File: src/rtl/cpu_pkg.sv
// Shared CPU definitions for hazard detection: default geometry, the
// forwarding-select encoding and the scoreboard entry record.
package cpu_pkg;

    localparam int CPU_AW       = 5;
    localparam int CPU_DEPTH    = 3;
    localparam int CPU_LOAD_LAT = 1;
    localparam int CPU_CW       = 16;

    // Destination numbers are stored zero-extended to this width (AW <= RD_MAX).
    localparam int RD_MAX       = 8;

    // Forward select 0 reads the register file; k reads scoreboard entry k-1.
    localparam int FWD_RF       = 0;

    typedef struct packed {
        logic              v;
        logic              wreg;
        logic              load;
        logic [RD_MAX-1:0] rd;
    } sb_entry_t;

    // Forward-select code that picks the result held in scoreboard entry k.
    function automatic int fwd_of_stage(input int k);
        return k + 1;
    endfunction

endpackage

File: src/rtl/hazard_unit_p_if.sv
// ID-stage hazard bus: the pipeline presents the decoded instruction and
// the redirect, the hazard unit answers with forwards, stall and flush.
interface hazard_unit_p_if import cpu_pkg::*; #(
    parameter int AW    = CPU_AW,
    parameter int DEPTH = CPU_DEPTH,
    parameter int CW    = CPU_CW
) ();

    localparam int FW = $clog2(DEPTH + 1);

    logic          id_valid;
    logic [AW-1:0] id_rs;
    logic [AW-1:0] id_rt;
    logic          id_use_rs;
    logic          id_use_rt;
    logic          id_wreg;
    logic [AW-1:0] id_rd;
    logic          id_load;
    logic          ex_redirect;
    logic [FW-1:0] fwd_a;
    logic [FW-1:0] fwd_b;
    logic          stall;
    logic          flush;
    logic [CW-1:0] stall_cnt;

    modport master (
        output id_valid, id_rs, id_rt, id_use_rs, id_use_rt,
               id_wreg, id_rd, id_load, ex_redirect,
        input  fwd_a, fwd_b, stall, flush, stall_cnt
    );

    modport slave (
        input  id_valid, id_rs, id_rt, id_use_rs, id_use_rt,
               id_wreg, id_rd, id_load, ex_redirect,
        output fwd_a, fwd_b, stall, flush, stall_cnt
    );

endinterface

File: src/rtl/hazard_match.sv
// Per-operand scoreboard search: finds the youngest producer of one source
// register and reports whether that producer is a load not yet forwardable.
module hazard_match import cpu_pkg::*; #(
    parameter int DEPTH    = CPU_DEPTH,
    parameter int LOAD_LAT = CPU_LOAD_LAT,
    parameter int FW       = $clog2(CPU_DEPTH + 1)
) (
    input  sb_entry_t [DEPTH-1:0] sb,
    input  logic [RD_MAX-1:0]     src,
    input  logic                  use_src,
    output logic [FW-1:0]         idx,
    output logic                  unready
);

    logic [DEPTH-1:0] hit_s;

    // An entry produces this source if it is a live register write to it; r0 never matches.
    always_comb begin
        hit_s = '0;
        for (int k = 0; k < DEPTH; k++) begin
            hit_s[k] = sb[k].v && sb[k].wreg && (sb[k].rd == src) &&
                       (src != {RD_MAX{1'b0}}) && use_src;
        end
    end

    // Scan oldest to youngest so the youngest hit overrides; only its load state matters.
    always_comb begin
        idx     = FW'(FWD_RF);
        unready = 1'b0;
        for (int k = DEPTH - 1; k >= 0; k--) begin
            idx     = hit_s[k] ? FW'(fwd_of_stage(k)) : idx;
            unready = hit_s[k] ? (sb[k].load && (k < LOAD_LAT)) : unready;
        end
    end

endmodule

File: src/rtl/hazard_unit_p.sv
// Pipeline hazard unit: a shift-register scoreboard of in-flight writers
// drives operand forwarding, load-use stalls, redirect flushes and a
// saturating stall counter.
module hazard_unit_p import cpu_pkg::*; #(
    parameter int AW       = CPU_AW,
    parameter int DEPTH    = CPU_DEPTH,
    parameter int LOAD_LAT = CPU_LOAD_LAT,
    parameter int CW       = CPU_CW
) (
    input logic            Clk,
    input logic            Rst,
    hazard_unit_p_if.slave bus
);

    localparam int FW = $clog2(DEPTH + 1);

    sb_entry_t [DEPTH-1:0] sb_r;
    logic [CW-1:0]         stall_cnt_r;
    logic [FW-1:0]         idx_a_s;
    logic [FW-1:0]         idx_b_s;
    logic                  unready_a_s;
    logic                  unready_b_s;
    logic                  stall_s;
    logic                  flush_s;
    sb_entry_t             id_entry_s;

    hazard_match #(
        .DEPTH    (DEPTH),
        .LOAD_LAT (LOAD_LAT),
        .FW       (FW)
    ) u_match_a (
        .sb      (sb_r),
        .src     (RD_MAX'(bus.id_rs)),
        .use_src (bus.id_use_rs),
        .idx     (idx_a_s),
        .unready (unready_a_s)
    );

    hazard_match #(
        .DEPTH    (DEPTH),
        .LOAD_LAT (LOAD_LAT),
        .FW       (FW)
    ) u_match_b (
        .sb      (sb_r),
        .src     (RD_MAX'(bus.id_rt)),
        .use_src (bus.id_use_rt),
        .idx     (idx_b_s),
        .unready (unready_b_s)
    );

    // Raw hazard decisions; a redirect squashes ID, so it always beats a stall.
    always_comb begin
        flush_s = bus.ex_redirect;
        if (bus.id_valid && !bus.ex_redirect) begin
            stall_s = unready_a_s || unready_b_s;
        end else begin
            stall_s = 1'b0;
        end
        id_entry_s = '{v:    bus.id_valid,
                       wreg: bus.id_wreg,
                       load: bus.id_load,
                       rd:   RD_MAX'(bus.id_rd)};
    end

    // Outputs are held low while reset is asserted, whatever the inputs say.
    always_comb begin
        if (Rst) begin
            bus.fwd_a = FW'(FWD_RF);
            bus.fwd_b = FW'(FWD_RF);
            bus.stall = 1'b0;
            bus.flush = 1'b0;
        end else begin
            bus.fwd_a = idx_a_s;
            bus.fwd_b = idx_b_s;
            bus.stall = stall_s;
            bus.flush = flush_s;
        end
    end

    // Scoreboard advances every edge; a stalled or squashed ID enters as a bubble.
    always_ff @(posedge Clk) begin
        if (Rst) begin
            sb_r <= '0;
        end else begin
            for (int k = DEPTH - 1; k >= 1; k--) begin
                sb_r[k] <= sb_r[k-1];
            end
            sb_r[0] <= (stall_s || flush_s) ? '0 : id_entry_s;
        end
    end

    // Count stall cycles, sticking at all-ones instead of wrapping.
    always_ff @(posedge Clk) begin
        if (Rst) begin
            stall_cnt_r <= '0;
        end else if (stall_s && (stall_cnt_r != {CW{1'b1}})) begin
            stall_cnt_r <= stall_cnt_r + CW'(1);
        end else begin
            stall_cnt_r <= stall_cnt_r;
        end
    end

    assign bus.stall_cnt = stall_cnt_r;

endmodule

File: src/flat_wrapper.sv
// flat-port wrapper written by rule: the top's interface ports become plain ports
module hazard_unit_p_flat import cpu_pkg::*;
#(
    parameter int AW       = CPU_AW,
    parameter int DEPTH    = CPU_DEPTH,
    parameter int LOAD_LAT = CPU_LOAD_LAT,
    parameter int CW       = CPU_CW
)
  (Clk, Rst, bus_id_valid, bus_id_rs, bus_id_rt, bus_id_use_rs, bus_id_use_rt, bus_id_wreg, bus_id_rd, bus_id_load, bus_ex_redirect, bus_fwd_a, bus_fwd_b, bus_stall, bus_flush, bus_stall_cnt);
  hazard_unit_p_if #(.AW(AW), .DEPTH(DEPTH), .CW(CW)) bus_i ();
  input logic Clk;
  input logic Rst;
  input wire logic [$bits(bus_i.id_valid)-1:0] bus_id_valid;
  input wire logic [$bits(bus_i.id_rs)-1:0] bus_id_rs;
  input wire logic [$bits(bus_i.id_rt)-1:0] bus_id_rt;
  input wire logic [$bits(bus_i.id_use_rs)-1:0] bus_id_use_rs;
  input wire logic [$bits(bus_i.id_use_rt)-1:0] bus_id_use_rt;
  input wire logic [$bits(bus_i.id_wreg)-1:0] bus_id_wreg;
  input wire logic [$bits(bus_i.id_rd)-1:0] bus_id_rd;
  input wire logic [$bits(bus_i.id_load)-1:0] bus_id_load;
  input wire logic [$bits(bus_i.ex_redirect)-1:0] bus_ex_redirect;
  output wire logic [$bits(bus_i.fwd_a)-1:0] bus_fwd_a;
  output wire logic [$bits(bus_i.fwd_b)-1:0] bus_fwd_b;
  output wire logic [$bits(bus_i.stall)-1:0] bus_stall;
  output wire logic [$bits(bus_i.flush)-1:0] bus_flush;
  output wire logic [$bits(bus_i.stall_cnt)-1:0] bus_stall_cnt;
  assign bus_i.id_valid = bus_id_valid;
  assign bus_i.id_rs = bus_id_rs;
  assign bus_i.id_rt = bus_id_rt;
  assign bus_i.id_use_rs = bus_id_use_rs;
  assign bus_i.id_use_rt = bus_id_use_rt;
  assign bus_i.id_wreg = bus_id_wreg;
  assign bus_i.id_rd = bus_id_rd;
  assign bus_i.id_load = bus_id_load;
  assign bus_i.ex_redirect = bus_ex_redirect;
  assign bus_fwd_a = bus_i.fwd_a;
  assign bus_fwd_b = bus_i.fwd_b;
  assign bus_stall = bus_i.stall;
  assign bus_flush = bus_i.flush;
  assign bus_stall_cnt = bus_i.stall_cnt;
  hazard_unit_p #(.AW(AW), .DEPTH(DEPTH), .LOAD_LAT(LOAD_LAT), .CW(CW)) u_core (.Clk(Clk), .Rst(Rst), .bus(bus_i));
endmodule
File: config.mk
export PLATFORM = sky130hd
export DESIGN_NAME = hazard_unit_p_flat
export DESIGN_NICKNAME = d
export VERILOG_FILES = /design/src/rtl/cpu_pkg.sv /design/src/rtl/hazard_unit_p_if.sv /design/src/rtl/hazard_match.sv /design/src/rtl/hazard_unit_p.sv /design/src/flat_wrapper.sv
export SDC_FILE = /design/constraint.sdc
export NUM_CORES = 1
export LEC_CHECK = 0
export CAP_MARGIN = 0
export CORE_ASPECT_RATIO = 1.4
export CORE_MARGIN = 1
export CORE_UTILIZATION = 53
export DETAILED_ROUTE_END_ITERATION = 8
export GPL_ROUTABILITY_DRIVEN = 0
export MAX_ROUTING_LAYER = met4
export PLACE_DENSITY = 0.84
export REMOVE_ABC_BUFFERS = 1
export SYNTH_ARGS = -nofsm -noshare
export SYNTH_HDL_FRONTEND = slang
export SYNTH_SLANG_ARGS = --single-unit
File: constraint.sdc
create_clock -name Clk -period 3.8 [get_ports Clk]
set_input_delay 0.57 -clock Clk [delete_from_list [all_inputs] [get_ports Clk]]
set_output_delay 0.57 -clock Clk [all_outputs]
set_load 0.02 [all_outputs]
; Word level (Yosys, flattened, before mapping)
; Index checks and enable logic that the tools add are counted.
[classes]
muxes = 13
eq_ne = 7
addsub = 1
n_reduce_logical = 29
[ops]
columns = cell, count
row1 = == test 8 x 5 -> 1 bit, 6
row2 = logical AND 1 bit, 23
row3 = "adder 16 x 1 -> 16 bit, second input constant", 1
row4 = 2-to-1 mux 2 bit, 8
row5 = "inequality test 16 bit, second input constant", 1
row6 = nonzero test 8 bit, 2
row7 = 2-to-1 mux 1 bit, 5
row8 = logical OR 1 bit, 2
row9 = OR reduction 2 bit, 1
row10 = logical NOT 1 bit, 1
[totals]
output_inout_bits = 22
input_bits = 23
register_bits = 47
wordCells = 62

; Longest topological paths before layout
; Gate-level depths: netlist of run 1.
[depth]
ltp_word = 9
mapped_depth = 8
mapped_depth_nobuf = 7

; By module
; From an unflattened synthesis of run 1, not the netlist that was laid out.
[unflattened]
hier_cells = 248
hier_area_um2 = 2203.4
[modules_own_cells]
columns = mod, seq_area_each_um2, area_each_um2, cells_per_inst, n_inst
row1 = hazard_unit_p, 800.8, 1520.2, 158, 1
row2 = hazard_match, 0.0, 341.6, 45, 2

; Least setup slack after synthesis of run 1
; OpenSTA, ideal clock, no wires.
[synth_path]
path_kind = input-to-output
startpoint = input bus_id_rt[0]
endpoint = output bus_fwd_b[1]
setup_slack_ns = 1.332
arrival_ns = 1.898
t_required_ns = 3.230
n_path_buf = 0
cell_stages = 4
cell_sequence = or4_1 o21ai_2 nor4_4 nor3_1
[synth_via]
elab_chain_len = 8
word_cells_on_any_way = 17
[synth_rtl]
columns = item, line
row1 = "start, declared", flat_wrapper.sv:15  ; input wire logic [$bits(bus_i.id_rt)-1:0] bus_id_rt;
row2 = == test 8 x 5 -> 1 bit, hazard_match.sv:21  ; hit_s[k] = sb[k].v && sb[k].wreg && (sb[k].rd == src) &&
row3 = logical AND 1 bit (2 in series), hazard_match.sv:21
row4 = logical AND 1 bit, hazard_match.sv:22  ; (src != {RD_MAX{1'b0}}) && use_src;
row5 = 2-to-1 mux 2 bit (2 in series), hazard_match.sv:31  ; idx = hit_s[k] ? FW'(fwd_of_stage(k)) : idx;
row6 = 2-to-1 mux 2 bit (*), hazard_match.sv:31
row7 = 2-to-1 mux 2 bit (*), hazard_unit_p.sv:67  ; if (Rst) begin
row8 = "end, declared", flat_wrapper.sv:23  ; output wire logic [$bits(bus_i.fwd_b)-1:0] bus_fwd_b;
; Every way passes the cells marked *; elsewhere a longest branch is shown, timed or not.

; Worst setup path in the final report of run 1
[layout_path]
startpoint = input bus_id_rt[0]
endpoint = output bus_fwd_b[0]
; The elaborated chain is that of the path after synthesis.

==> results of run 1 <==
-- state kept, by name, indices dropped and copies added, names as in the netlist --
| register | cells |
|---|---|
| u_core.sb_r | 22 |
| u_core.bus.stall_cnt | 16 |
-- routing by layer --
layer  track usage  wire [µm]  vias up
li1              -          -      841
met1         0.255       1770      790
met2         0.415       2130       49
met3        0.0417        189       11
met4         0.129        123        0
met5             -          0        -
-- worst max-delay path by stage --
stage	startpoint	end	slack [ns]
after floorplan	bus_id_rt[0]	bus_stall	1.32
after global placement	bus_id_rt[0]	bus_fwd_b[0]	0.40
after detailed placement	bus_id_rt[0]	bus_fwd_b[0]	0.36
after CTS	bus_id_rt[0]	bus_fwd_b[0]	0.35
after global routing	bus_id_rt[0]	bus_fwd_b[0]	0.18
final	bus_id_rt[0]	bus_fwd_b[0]	0.34
-- metrics by stage --
stage | std cells | power (mW) | cell area (µm²)
2_1_floorplan | 202 | 0.451 | 1850
3_3_place_gp | 289 | 0.496 | 2370
3_5_place_dp | 289 | 0.497 | 2370
4_1_cts | 297 | 0.829 | 2470
5_1_grt | 297 | 0.849 | 2470
6_report | 297 | 0.820 | 2470
-- cells in the final DEF, fill, tap and decap left out, drive strengths merged, types with 8 or more instances in the layout --
cell type,synthesis,layout
nor2,10,10
a21oi,15,15
or3,9,9
nand4,11,11
or4,9,9
clkdlybuf4s50,0,44
and2,8,8
nand2,10,10
dfxtp,38,38
xnor2,26,26
nor2b,18,18
o21ai,11,11
-- critical path: stages --
cell and delay (ns):
clkdlybuf4s50_1 0.50, or4_1 0.57, o21ai_2 0.23, nor2_1 0.09, nand4_1 0.10, a21oi_1 0.07, nor2_1 0.13, clkdlybuf4s50_1 0.63
-- synth_stat cells --
master	n	area (µm²)
or2_1	1	6.26
o21ai_0	7	35.0
o21ai_1	1	5.00
nor3b_2	1	12.5
buf_4	1	7.51
nand3b_1	1	7.51
dfxtp_1	38	761
or3_1	9	56.3
o31ai_1	6	45.0
ha_1	1	12.5
nor4_4	2	42.5
nand3_1	6	30.0
and2_1	8	50.1
o21bai_2	1	11.3
nor3_1	3	15.0
o41ai_1	1	8.76
xnor2_1	26	228
or4_1	9	67.6
inv_1	3	11.3
xor2_1	5	43.8
nand2_1	10	37.5
a21oi_1	15	75.1
o21ai_2	3	26.3
mux2i_1	1	10.0
o211ai_1	1	7.51
nand4_1	11	68.8
nor2b_1	18	113
clkbuf_1	4	15.0
nor4_1	3	18.8
nor2_1	10	37.5
buf_6	1	11.3
or4b_1	1	10.0
-- report_power, final --
group          switching [mW]  internal, mW  leakage [nW]  total (mW)
clock                   0.139         0.193        0.0579       0.332
combinational          0.0343        0.0431         0.410      0.0773
sequential            0.00563         0.405         0.308       0.410
-- layout make-up --
class	count	area (µm²)
fill	258	903
clock inverter	3	40.0
inverter	3	11.3
tap	40	50.0
multi-input combinational	161	1080
sequential	38	761
timing repair buffer	47	463
clock buffer	5	68.8
-- cells by family after synthesis --
family / after synthesis / share of synthesized area
AO/OA/AOI/OAI: 35 / 0.113
XOR/XNOR: 31 / 0.144
adder cells (fa/ha/maj): 1 / 0.00663
buffers and inverters: 9 / 0.0239
flip-flops: 38 / 0.403
multiplexers: 1 / 0.00531
AND/OR/NAND/NOR: 93 / 0.304
==> reports/summary.txt, run 1 <==
Hold-fix buffers, CTS: 0
Syn Area/Cell: 9.07 µm²
DP Worst Slack: 0.364 ns
final hold violations: 0
WHS Path Cells: 1
Sink Count: 38
post-route minimum period: 3.46 ns
drt via density: 5.69
worst hold endpoint: u_core.sb_r[20]$_SDFF_PP0_
status: complete, no violations
Tightest Pin Transition: 0.704 ns
die area: 3810 µm²
gr usage total: 0.241
reg-to-reg critical path startpoint: u_core.sb_r[4]$_SDFF_PP0_
reg2reg end: u_core.bus.stall_cnt[8]$_SDFFE_PP0P_
gr ovfl total: 0
clock buffer depth: 2
largest net degree at the start of global routing: 23
CP Launch Type: input port
Initial Util: 0.559
clk_lat worst skew: 0.29 ns
H-tree Lvls: 2
TritonCTS clock tree: done
vias post-DR: 1,691
Syn Inst Count: 208
# resized after CTS: 0
Pwr Density: 331 nW/µm²
global-route wire length before repair: 6550 µm
HP Start: u_core.sb_r[9]$_SDFF_PP0_
total negative slack: 0 ns
Ys Warns: 0
CTS Buf Count: 5
depth of the worst register-to-register path: 7
core area: 3380 µm²
DRC viols: 0
Core Rows: 25
Die H: 72.6 µm
placed wire-length estimate: 3060 µm
io pins: 45
PnR worst setup slack: 0.338 ns
Worst Hold Class: reg2reg
Fin Hold WS: 0.471 ns
Synth Cell Area: 1890 µm²
number of max-cap violations: 0
buffers added on ports: 44
Synth Register Bits: 38
VDD IR max: 0.343 mV
DRT antenna net count: 0
drt pass-1 iters: 4
Crit Path Class: in2out
Critical Path RT: 3.23 ns
Worst R2R Setup Slack: 1.63 ns
Static Leak: 0.776 nW
CP arrival: 2.89 ns
Seq/Total Area, Yosys: 0.403
register clock-pin slew on the reported worst setup and hold paths: 0.07 ns
Slew Limit Fails: 0
RSZ-0062 raised after global routing: false
Final Cycle Share: 0.911
diodes inserted: 0
routed len/inst: 14.2 µm
Relative slew margins: 0.529
vias in the first global route: 1,526
share of cells above drive strength 1: 0.0700
max frequency: 289 MHz
Critical Path End Type: output port
Setup-failing EPs final: 0
overall routed net length: 4220 µm
initial antenna violation count: 0
Post-CTS Setup Bufs: 0
die width: 52.4 µm
Layout Utilization: 0.733
Root Driver: clkbuf_8
Distinct cells, synth: 32
DRT iter0 DRCs: 55
area added between synthesis and finish: 31.2%
Nets: 280
crit path max fanout: 4
Clock Skew: 0.00451 ns
(Power assumes the default switching activity.)
==> run 2, diff against run 1 <==
- CORE_UTILIZATION: 53 -> 49
- PLACE_DENSITY: 0.84 -> 0.79
- clock period: 3.8 -> 3.2 ns (I/O delays scaled with it)
==> run 2 against run 1 <==
Sequential share of layout area fell by 0.98 points; clock-buffer cell count grew 1; clock skew is 0.0015 ns higher; global-route usage up 1.2 points; setup slack got worse by 0.16 ns; register-to-register slack lost 0.61 ns; sequential power rose by 19%; power up 13%; non-clock buffer count is 9 higher; critical endpoint is now bus_fwd_b[1]; highest routed layer unchanged.
==> reports/summary.txt, run 2 (synthesis results as in run 1) <==
Gate power share: 0.111 (+0.017)
DP Worst Slack: -0.0642 ns (-0.428 ns)
Setup-failing EPs final: 0 (unchanged)
depth of the worst register-to-register path: 7 (unchanged)
overall routed net length: 4590 µm (+8.8%)
clock buffer depth: 2 (unchanged)
Hold-fix buffers, CTS: 0 (unchanged)
core area: 3680 µm² (+8.8%)
max frequency: 331 MHz
io pins: 45 (unchanged)
Core Rows: 26 (+4.0%)
Relative slew margins: 0.618 (+0.0889)
number of max-cap violations: 0 (unchanged)
Sink Count: 38 (unchanged)
Sw Ratio: 0.231 (+0.0124)
vias post-DR: 1,733 (+2.5%)
drt via density: 5.63 (-1.2%)
share of cells above drive strength 1: 0.109 (+0.0390)
Tightest Pin Transition: 0.573 ns (-0.131 ns)
Post-CTS Setup Bufs: 0 (unchanged)
Worst Hold Class: reg2reg
Root Driver: clkbuf_8
DRT iter0 DRCs: 15 (-73%)
NetSw: 0.214 mW (+19%)
largest net degree at the start of global routing: 28 (+22%)
fillers: 321 (+24%)
H-tree Lvls: 2 (unchanged)
TritonCTS clock tree: done
most common cell after layout, fill and taps aside: clkdlybuf4s50_1
status: complete, no violations
CP Launch Type: input port
Critical Path End Type: output port
vias in the first global route: 1,648 (+8.0%)
Initial Util: 0.513 (-0.0452)
worst hold endpoint: u_core.sb_r[20]$_SDFF_PP0_
Fin Hold WS: 0.470 ns (-0.00162 ns)
diodes inserted: 0 (unchanged)
drt pass-1 iters: 4 (unchanged)
Top reg by flops: u_core.sb_r
global-route wire length before repair: 7250 µm (+11%)
final hold violations: 0 (unchanged)
Clock Power Share: 0.362 (-0.043)
Critical Path RT: 2.72 ns (-0.51 ns)
Static Leak: 0.877 nW (+13%)
clk_lat worst skew: 0.28 ns (about the same)
Clock Skew: 0.00603 ns (+0.00152 ns)
Internal Power: 0.711 mW (+11%)
area added between synthesis and finish: 35.5%
crit path max fanout: 3 (-1)
post-route minimum period: 3.02 ns
most frequent cells in the layout: clkdlybuf4s50_1, dfxtp_1, xnor2_1, nor2b_1, a21oi_1
routed len/inst: 14.9 µm (+4.9%)
Pwr Density: 362 nW/µm² (+9.2%)
reg2reg end: u_core.bus.stall_cnt[10]$_SDFFE_PP0P_
CP arrival: 2.54 ns (-0.35 ns)
die width: 54.4 µm (+3.9%)
die area: 4110 µm² (+7.9%)
VDD IR max: 0.337 mV (-1.8%)
WHS Path Cells: 1 (unchanged)
HP Start: u_core.sb_r[9]$_SDFF_PP0_
gr ovfl total: 0 (unchanged)
register clock-pin slew on the reported worst setup and hold paths: 0.07 ns (about the same)
Slew Limit Fails: 0 (unchanged)
number of flip-flops in the largest register: 22 (unchanged)
buffers added on ports: 44 (unchanged)
Crit Path Class: in2out
RSZ-0062 raised after global routing: false
placed wire-length estimate: 3430 µm (+12%)
Final Cycle Share: 0.944
PnR worst setup slack: 0.181 ns (-0.158 ns)
CTS Buf Count: 5 (unchanged)
total negative slack: 0 ns (unchanged)
DRT antenna net count: 0 (unchanged)
initial antenna violation count: 0 (unchanged)
part of the power in registers: 0.527 (+0.027)
Die H: 75.4 µm (+3.9%)
DRC viols: 0 (unchanged)
Worst R2R Setup Slack: 1.02 ns (-0.61 ns)
gr usage total: 0.253 (+0.0123)
Nets: 289 (+3.2%)
reg-to-reg critical path startpoint: u_core.sb_r[1]$_SDFF_PP0_
## run 2: cell count changes in the layout (fill, tap and decap cells not counted), sizes merged
| cell | change |
|---|---|
| clkdlybuf4s50 | -5 |
| clkbuf | +1 |
| clkinv | -1 |
| buf | +9 |
| bufinv | -1 |
| clkinvlp | +1 |
| dlymetal6s2s | +3 |
| dlygate4sd2 | +2 |
## run 2: power groups by stage
| stage | combinational [mW] | sequential, mW | clock, mW |
|---|---|---|---|
| 2_1_floorplan | 0.0391 | 0.497 | 0 |
| 3_3_place_gp | 0.0988 | 0.498 | 0 |
| 3_5_place_dp | 0.100 | 0.499 | 0 |
| 4_1_cts | 0.101 | 0.488 | 0.348 |
| 5_1_grt | 0.109 | 0.489 | 0.371 |
| 6_report | 0.103 | 0.488 | 0.335 |
## run 2: stage by stage
step	power, mW	cell area (µm²)	instances	utilization
finish	0.925	2560	308	0.695
CTS	0.937	2530	308	0.690
global placement	0.597	2440	300	0.663
detailed placement	0.599	2440	300	0.663
floorplan	0.536	1850	202	-
global route	0.969	2560	308	0.695
## run 2: what timing repair did
item,in CTS,in global routing
resized for setup,3,5
endpoints found under the setup margin,2,3
pin swaps,0,1
## run 2: layer usage
| metal | wire length [µm] | global-route usage |
|---|---|---|
| met1 | 1880 | 0.254 |
| met2 | 2520 | 0.469 |
| met3 | 141 | 0.0499 |
| met4 | 40 | 0.0883 |
| met5 | 0 | - |
## run 2: area by class of cell
class,count,area [µm²],share of cell area
inverters,3,11.3,0.00441
repair buffers,56,536,0.209
multi-input cells,161,1100,0.431
clock inverters,2,12.5,0.00489
flip-flops and latches,38,761,0.298
well taps,42,52.6,0.0206
clock buffers,6,82.6,0.0323
## run 2: how the worst max path moves through the flow
stage / end / depth (start not counted) / slack (ns) / startpoint
2_1_floorplan: bus_stall / 5 / 0.90 / bus_id_rt[0]
3_3_place_gp: bus_fwd_b[0] / 8 / -0.08 / bus_id_rt[0]
3_5_place_dp: bus_fwd_b[0] / 8 / -0.06 / bus_id_rt[0]
4_1_cts: bus_stall / 7 / 0.01 / bus_id_rt[0]
5_1_grt: bus_fwd_b[0] / 8 / 0.07 / bus_id_rt[0]
6_report: bus_fwd_b[1] / 8 / 0.18 / bus_id_rt[0]
## run 2: worst max-delay path, stage by stage
cell             delay (ns)
clkdlybuf4s50_1        0.49
or4_1                  0.61
o21ai_4                0.22
nor2_1                 0.08
nand4_1                0.11
nor2b_1                0.14
nor3_1                 0.06
dlygate4sd2_1          0.35
==> run 3, diff against run 2 <==
- CAP_MARGIN: 0 -> unset
==> results of run 3 <==
The final DEF is identical to that of run 2; final timing and power are the same.
